==> src/rtl/river_crossing_ctrl.sv <==
// River-crossing puzzle controller: accepts farmer moves, times the crossing, then judges win/lose.
// Latency: a legal move updates the positions CROSS_CYCLES edges after the accept edge; an illegal move pulses illegal on the next cycle.
// Backpressure: move_ready is high only in PLAY; move_valid is ignored while crossing or after the game has ended.
module river_crossing_ctrl #(
    parameter int CROSS_CYCLES = 4,
    parameter int COUNT_W      = 5
) (
    input  logic               clk,
    input  logic               reset,
    input  logic               new_game,
    input  logic               move_valid,
    input  logic [1:0]         move_sel,
    output logic               move_ready,
    output logic               farmer,
    output logic               cabbage,
    output logic               goat,
    output logic               wolf,
    output logic               illegal,
    output logic               win,
    output logic               lose,
    output logic [COUNT_W-1:0] move_count
);

    localparam int TW = (CROSS_CYCLES > 1) ? $clog2(CROSS_CYCLES) : 1;
    localparam logic [TW-1:0]      TIMER_LOAD = TW'(CROSS_CYCLES - 1);
    localparam logic [COUNT_W-1:0] COUNT_MAX  = '1;

    typedef enum logic [1:0] {
        PLAY  = 2'd0,
        CROSS = 2'd1,
        WIN   = 2'd2,
        LOSE  = 2'd3
    } state_t;

    state_t             state, state_nxt;
    logic [TW-1:0]      timer, timer_nxt;
    logic [1:0]         passenger, passenger_nxt;
    logic               farmer_nxt, cabbage_nxt, goat_nxt, wolf_nxt;
    logic [COUNT_W-1:0] count_nxt;
    logic               illegal_nxt;

    // Position of the requested passenger; "farmer alone" compares the farmer
    // with himself so it is always legal.
    logic item_pos;
    logic legal;
    // Positions as they will be once the current crossing lands.
    logic f_new, c_new, g_new, w_new;
    logic unsafe_new;

    assign move_ready = (state == PLAY);
    assign win        = (state == WIN);
    assign lose       = (state == LOSE);

    // Legality of the requested move and the landing positions of the crossing in flight.
    always_comb begin
        item_pos = farmer;
        case (move_sel)
            2'b01:   item_pos = cabbage;
            2'b10:   item_pos = goat;
            2'b11:   item_pos = wolf;
            default: item_pos = farmer;
        endcase
        legal = (item_pos == farmer);

        f_new = ~farmer;
        c_new = cabbage ^ (passenger == 2'b01);
        g_new = goat    ^ (passenger == 2'b10);
        w_new = wolf    ^ (passenger == 2'b11);
        unsafe_new = ((g_new == c_new) && (g_new != f_new)) ||
                     ((g_new == w_new) && (g_new != f_new));
    end

    // Next-state and next-datapath logic; new_game overrides everything else.
    always_comb begin
        state_nxt     = state;
        timer_nxt     = timer;
        passenger_nxt = passenger;
        farmer_nxt    = farmer;
        cabbage_nxt   = cabbage;
        goat_nxt      = goat;
        wolf_nxt      = wolf;
        count_nxt     = move_count;
        illegal_nxt   = 1'b0;

        if (new_game) begin
            state_nxt     = PLAY;
            timer_nxt     = '0;
            passenger_nxt = 2'b00;
            farmer_nxt    = 1'b0;
            cabbage_nxt   = 1'b0;
            goat_nxt      = 1'b0;
            wolf_nxt      = 1'b0;
            count_nxt     = '0;
        end else begin
            case (state)
                PLAY: begin
                    if (move_valid) begin
                        if (legal) begin
                            state_nxt     = CROSS;
                            timer_nxt     = TIMER_LOAD;
                            passenger_nxt = move_sel;
                        end else begin
                            illegal_nxt = 1'b1;
                        end
                    end
                end
                CROSS: begin
                    if (timer == '0) begin
                        farmer_nxt  = f_new;
                        cabbage_nxt = c_new;
                        goat_nxt    = g_new;
                        wolf_nxt    = w_new;
                        if (move_count != COUNT_MAX) begin
                            count_nxt = move_count + COUNT_W'(1);
                        end
                        if (f_new && c_new && g_new && w_new) begin
                            state_nxt = WIN;
                        end else if (unsafe_new) begin
                            state_nxt = LOSE;
                        end else begin
                            state_nxt = PLAY;
                        end
                    end else begin
                        timer_nxt = timer - TW'(1);
                    end
                end
                WIN, LOSE: begin
                    state_nxt = state;
                end
                default: begin
                    state_nxt = PLAY;
                end
            endcase
        end
    end

    // State register.
    always_ff @(posedge clk or posedge reset) begin
        if (reset) begin
            state <= PLAY;
        end else begin
            state <= state_nxt;
        end
    end

    // Positions, counter, timer, latched passenger and the illegal pulse.
    always_ff @(posedge clk or posedge reset) begin
        if (reset) begin
            timer      <= '0;
            passenger  <= 2'b00;
            farmer     <= 1'b0;
            cabbage    <= 1'b0;
            goat       <= 1'b0;
            wolf       <= 1'b0;
            move_count <= '0;
            illegal    <= 1'b0;
        end else begin
            timer      <= timer_nxt;
            passenger  <= passenger_nxt;
            farmer     <= farmer_nxt;
            cabbage    <= cabbage_nxt;
            goat       <= goat_nxt;
            wolf       <= wolf_nxt;
            move_count <= count_nxt;
            illegal    <= illegal_nxt;
        end
    end

endmodule

==> config.mk <==
export PLATFORM = sky130hd
export DESIGN_NAME = river_crossing_ctrl
export DESIGN_NICKNAME = d
export VERILOG_FILES = /design/src/rtl/river_crossing_ctrl.sv
export SDC_FILE = /design/constraint.sdc
export NUM_CORES = 1
export LEC_CHECK = 0
export ABC_AREA = 1
export BUFFER_PORTS_ARGS = -buffer_cell sky130_fd_sc_hd__buf_2
export CORE_MARGIN = 5
export CORE_UTILIZATION = 53
export CTS_CLUSTER_SIZE = 8
export DETAILED_ROUTE_END_ITERATION = 8
export PLACE_DENSITY = 0.84
export SLEW_MARGIN = 40
export SYNTH_ARGS = -nofsm -noshare
export SYNTH_HDL_FRONTEND = slang
export SYNTH_SLANG_ARGS = --single-unit
==> constraint.sdc <==
create_clock -name clk -period 1.65 [get_ports clk]
set_input_delay 0.0825 -clock clk [delete_from_list [all_inputs] [get_ports clk]]
set_output_delay 0.0825 -clock clk [all_outputs]
set_load 0.01 [all_outputs]
==> results_dict.tcl <==
set metrics [dict create \
    status "finished, final reports clean" \
    cpMostUsedCell "ha_1" \
    synth.avg_cell_area_um2 7.01 \
    avgViaCountPerCell 5.06 \
    initial_core_util 0.570 \
    placed_cell_area_mm2 0.00113 \
    cp_cell_sequence "ha_1 > nand2_1 > nor2_1 > ha_1 > nor2_4 > nand4_1 > o21ai_1 > a21oi_1" \
    vias 982 \
    drv_cap 0 \
    final_common_cell "nand2_1" \
    critPathKind "reg -> reg" \
    ys_warn_count 0 \
    root_buffer "clkbuf_4" \
    grt_pass1_vias 889 \
    clock_skew_ps 2.93 \
    grt_overflow 0 \
    cts_inserted_buffers 3 \
    critical_path.max_stage_delay_ps 420 \
    ys_seq_area_frac 0.394 \
    clk_path_buf_depth 2 \
    worst-path-buf-inv 0 \
    ioPinCount 19 \
    drtAntennaViolNets 0 \
    hold_start "move_valid" \
    syn_area_mm2 0.00102 \
    rsz0062_at_grt "no" \
    wl_um 2270 \
    power.leakage_nw 0.669 \
    drc 0 \
    setup_viol 0 \
    insertion_delay_ps 300 \
    antenna_found_initial 0 \
    synth_nets 154 \
    fillers 156 \
    coreArea_mm2 0.00178 \
    cts.sinks 16 \
    relSlewSlack 0.596 \
    grt_usage 0.185 \
    die_x_um 53.8 \
    die_area_mm2 0.00289 \
    hold_viol 0 \
    worstMarginPinSlew_ps 605 \
    grt_pass1_wl_um 3780 \
    area_growth_pct 17.5 \
    cp-end-kind "flop" \
    finalCritPeriodShare 0.928 \
    drt_pass1_iterations 4 \
    final_cell_mix "nand2_1, inv_1, buf_2" \
    postSynthCellCount 145 \
    ff_latch_area_um2 400 \
    ys_ff_latch 16 \
    ys_types 24 \
    cts-resized-gates 0 \
    rr_startpoint "move_count[1]" \
    critPathSlowestCell "dfrtp_1" \
    tns_ps 0 \
    cp_max_fo 5 \
    fin_crit_ps 1530 \
    cp_top_family "adder cells" \
    cp.arrival_ps 1720 \
    grt_max_degree 17 \
    path_clk_slew_ps 100 \
    fin_nets 179 \
    crit_path_start "move_count[1]" \
    post-route-util 0.669 \
    drive_gt1_frac 0.207 \
    portBuffers 18 \
    finalPower_w 0.00165 \
    hold_class "in -> reg" \
    worstSetupStartpointType "flop" \
    die_height_um 53.8 \
    rows 15 \
    power.density_mw_per_mm2 1380 \
    drt_iter0_drc 17 \
    gp_congestion 0.821 \
    multi_input_area_um2 502 \
    finalInstanceArea_mm2 0.00119 \
    dp_hpwl_um 1750 \
    slew_viol_final 0 \
    fmax_mhz 653 \
    h-tree-depth 1 \
    cp.required_ps 1840 \
    cts_tree "yes" \
    antennaDiodeCount 0 \
    peakVddDrop_v 0.000971 \
    wl_per_cell_um 11.7 \
]
## cell type report
cell class	count	area share
Clock buffer	4	0.0304
Inverter	29	0.0912
Multi-Input combinational cell	99	0.420
Sequential cell	16	0.335
Tap cell	25	0.0262
Timing Repair Buffer	21	0.0964
## kinds of logic (layout without fill, tap and decap cells)
group | after synthesis | after routing | synth area share
simple gates | 74 | 74 | 0.331
buf+inv | 30 | 54 | 0.112
compound gates | 22 | 22 | 0.126
flops | 16 | 16 | 0.394
fa+ha+maj | 3 | 3 | 0.0369
## flip-flops by register name, summed over array words and instances (netlist names)
name / count
timer: 2
state: 2
farmer: 1
passenger: 2
goat: 1
wolf: 1
illegal: 1
move_count: 5
cabbage: 1
## synthesized netlist by cell type
cell type / instances / area, µm²
nand4_1: 1 / 6.26
clkinv_1: 1 / 3.75
inv_2: 4 / 15.0
nand2_1: 37 / 139
nor2_4: 2 / 22.5
nor2_1: 13 / 48.8
nand3_2: 1 / 10.0
dfrtp_1: 16 / 400
o21bai_1: 2 / 15.0
nand2_2: 1 / 6.26
inv_1: 24 / 90.1
o21ai_1: 2 / 10.0
buf_2: 1 / 5.00
nand3_1: 13 / 65.1
nor2_2: 2 / 12.5
ha_1: 3 / 37.5
o21ai_0: 9 / 45.0
o22ai_1: 3 / 18.8
nor3_1: 1 / 5.00
a21oi_1: 4 / 20.0
o21bai_2: 1 / 11.3
nand3b_1: 2 / 15.0
or2_0: 1 / 6.26
a211oi_1: 1 / 7.51
## report_power, final
group / total [W] / internal (W) / switching, W
sequential: 0.000599 / 0.000492 / 0.000108
combinational: 0.000781 / 0.000295 / 0.000486
clock: 0.000271 / 0.000135 / 0.000137
total: 0.00165 / 0.000922 / 0.000730
## metrics by stage
step | std cells | hold WS, ps | setup WS, ps
2_1_floorplan | 145 | -3.76 | 171
3_3_place_gp | 187 | 187 | 184
3_5_place_dp | 187 | 188 | 120
4_1_cts | 192 | 22.2 | 91.0
5_1_grt | 194 | 36.9 | 9.48
6_report | 194 | 27.1 | 119
## worst min-delay path, stage by stage
cell and delay (ps):
buf_2 100, inv_1 60, nor3_1 50
## routing by layer
layer,GRT usage,wire [µm],vias up
met2,0.329,1110,29
met3,0.0582,175,4
met5,0,0,-
li1,-,-,506
met4,0.0638,29,0
met1,0.206,948,443
## what timing repair did
| item | 4_1_cts | 5_1_grt |
|---|---|---|
| setup buffers | 0 | 2 |
| endpoints found under the setup margin | 0 | 2 |
| hold buffers | 1 | 0 |
| endpoints found under the hold margin | 16 | 0 |
## path summary, 6_finish.rpt
kind / endpoint / slack, ps / cells after the start
min in group asynchronous: move_count[0] / 390 / 3
max in group asynchronous: passenger[1] / 870 / 3
hold reg to reg: timer[0] / 500 / 2
setup / recovery: move_count[3] / 120 / 8
setup reg to reg: move_count[3] / 120 / 8
hold / removal: illegal / 30 / 3
Power figures use the tool's default switching activity.
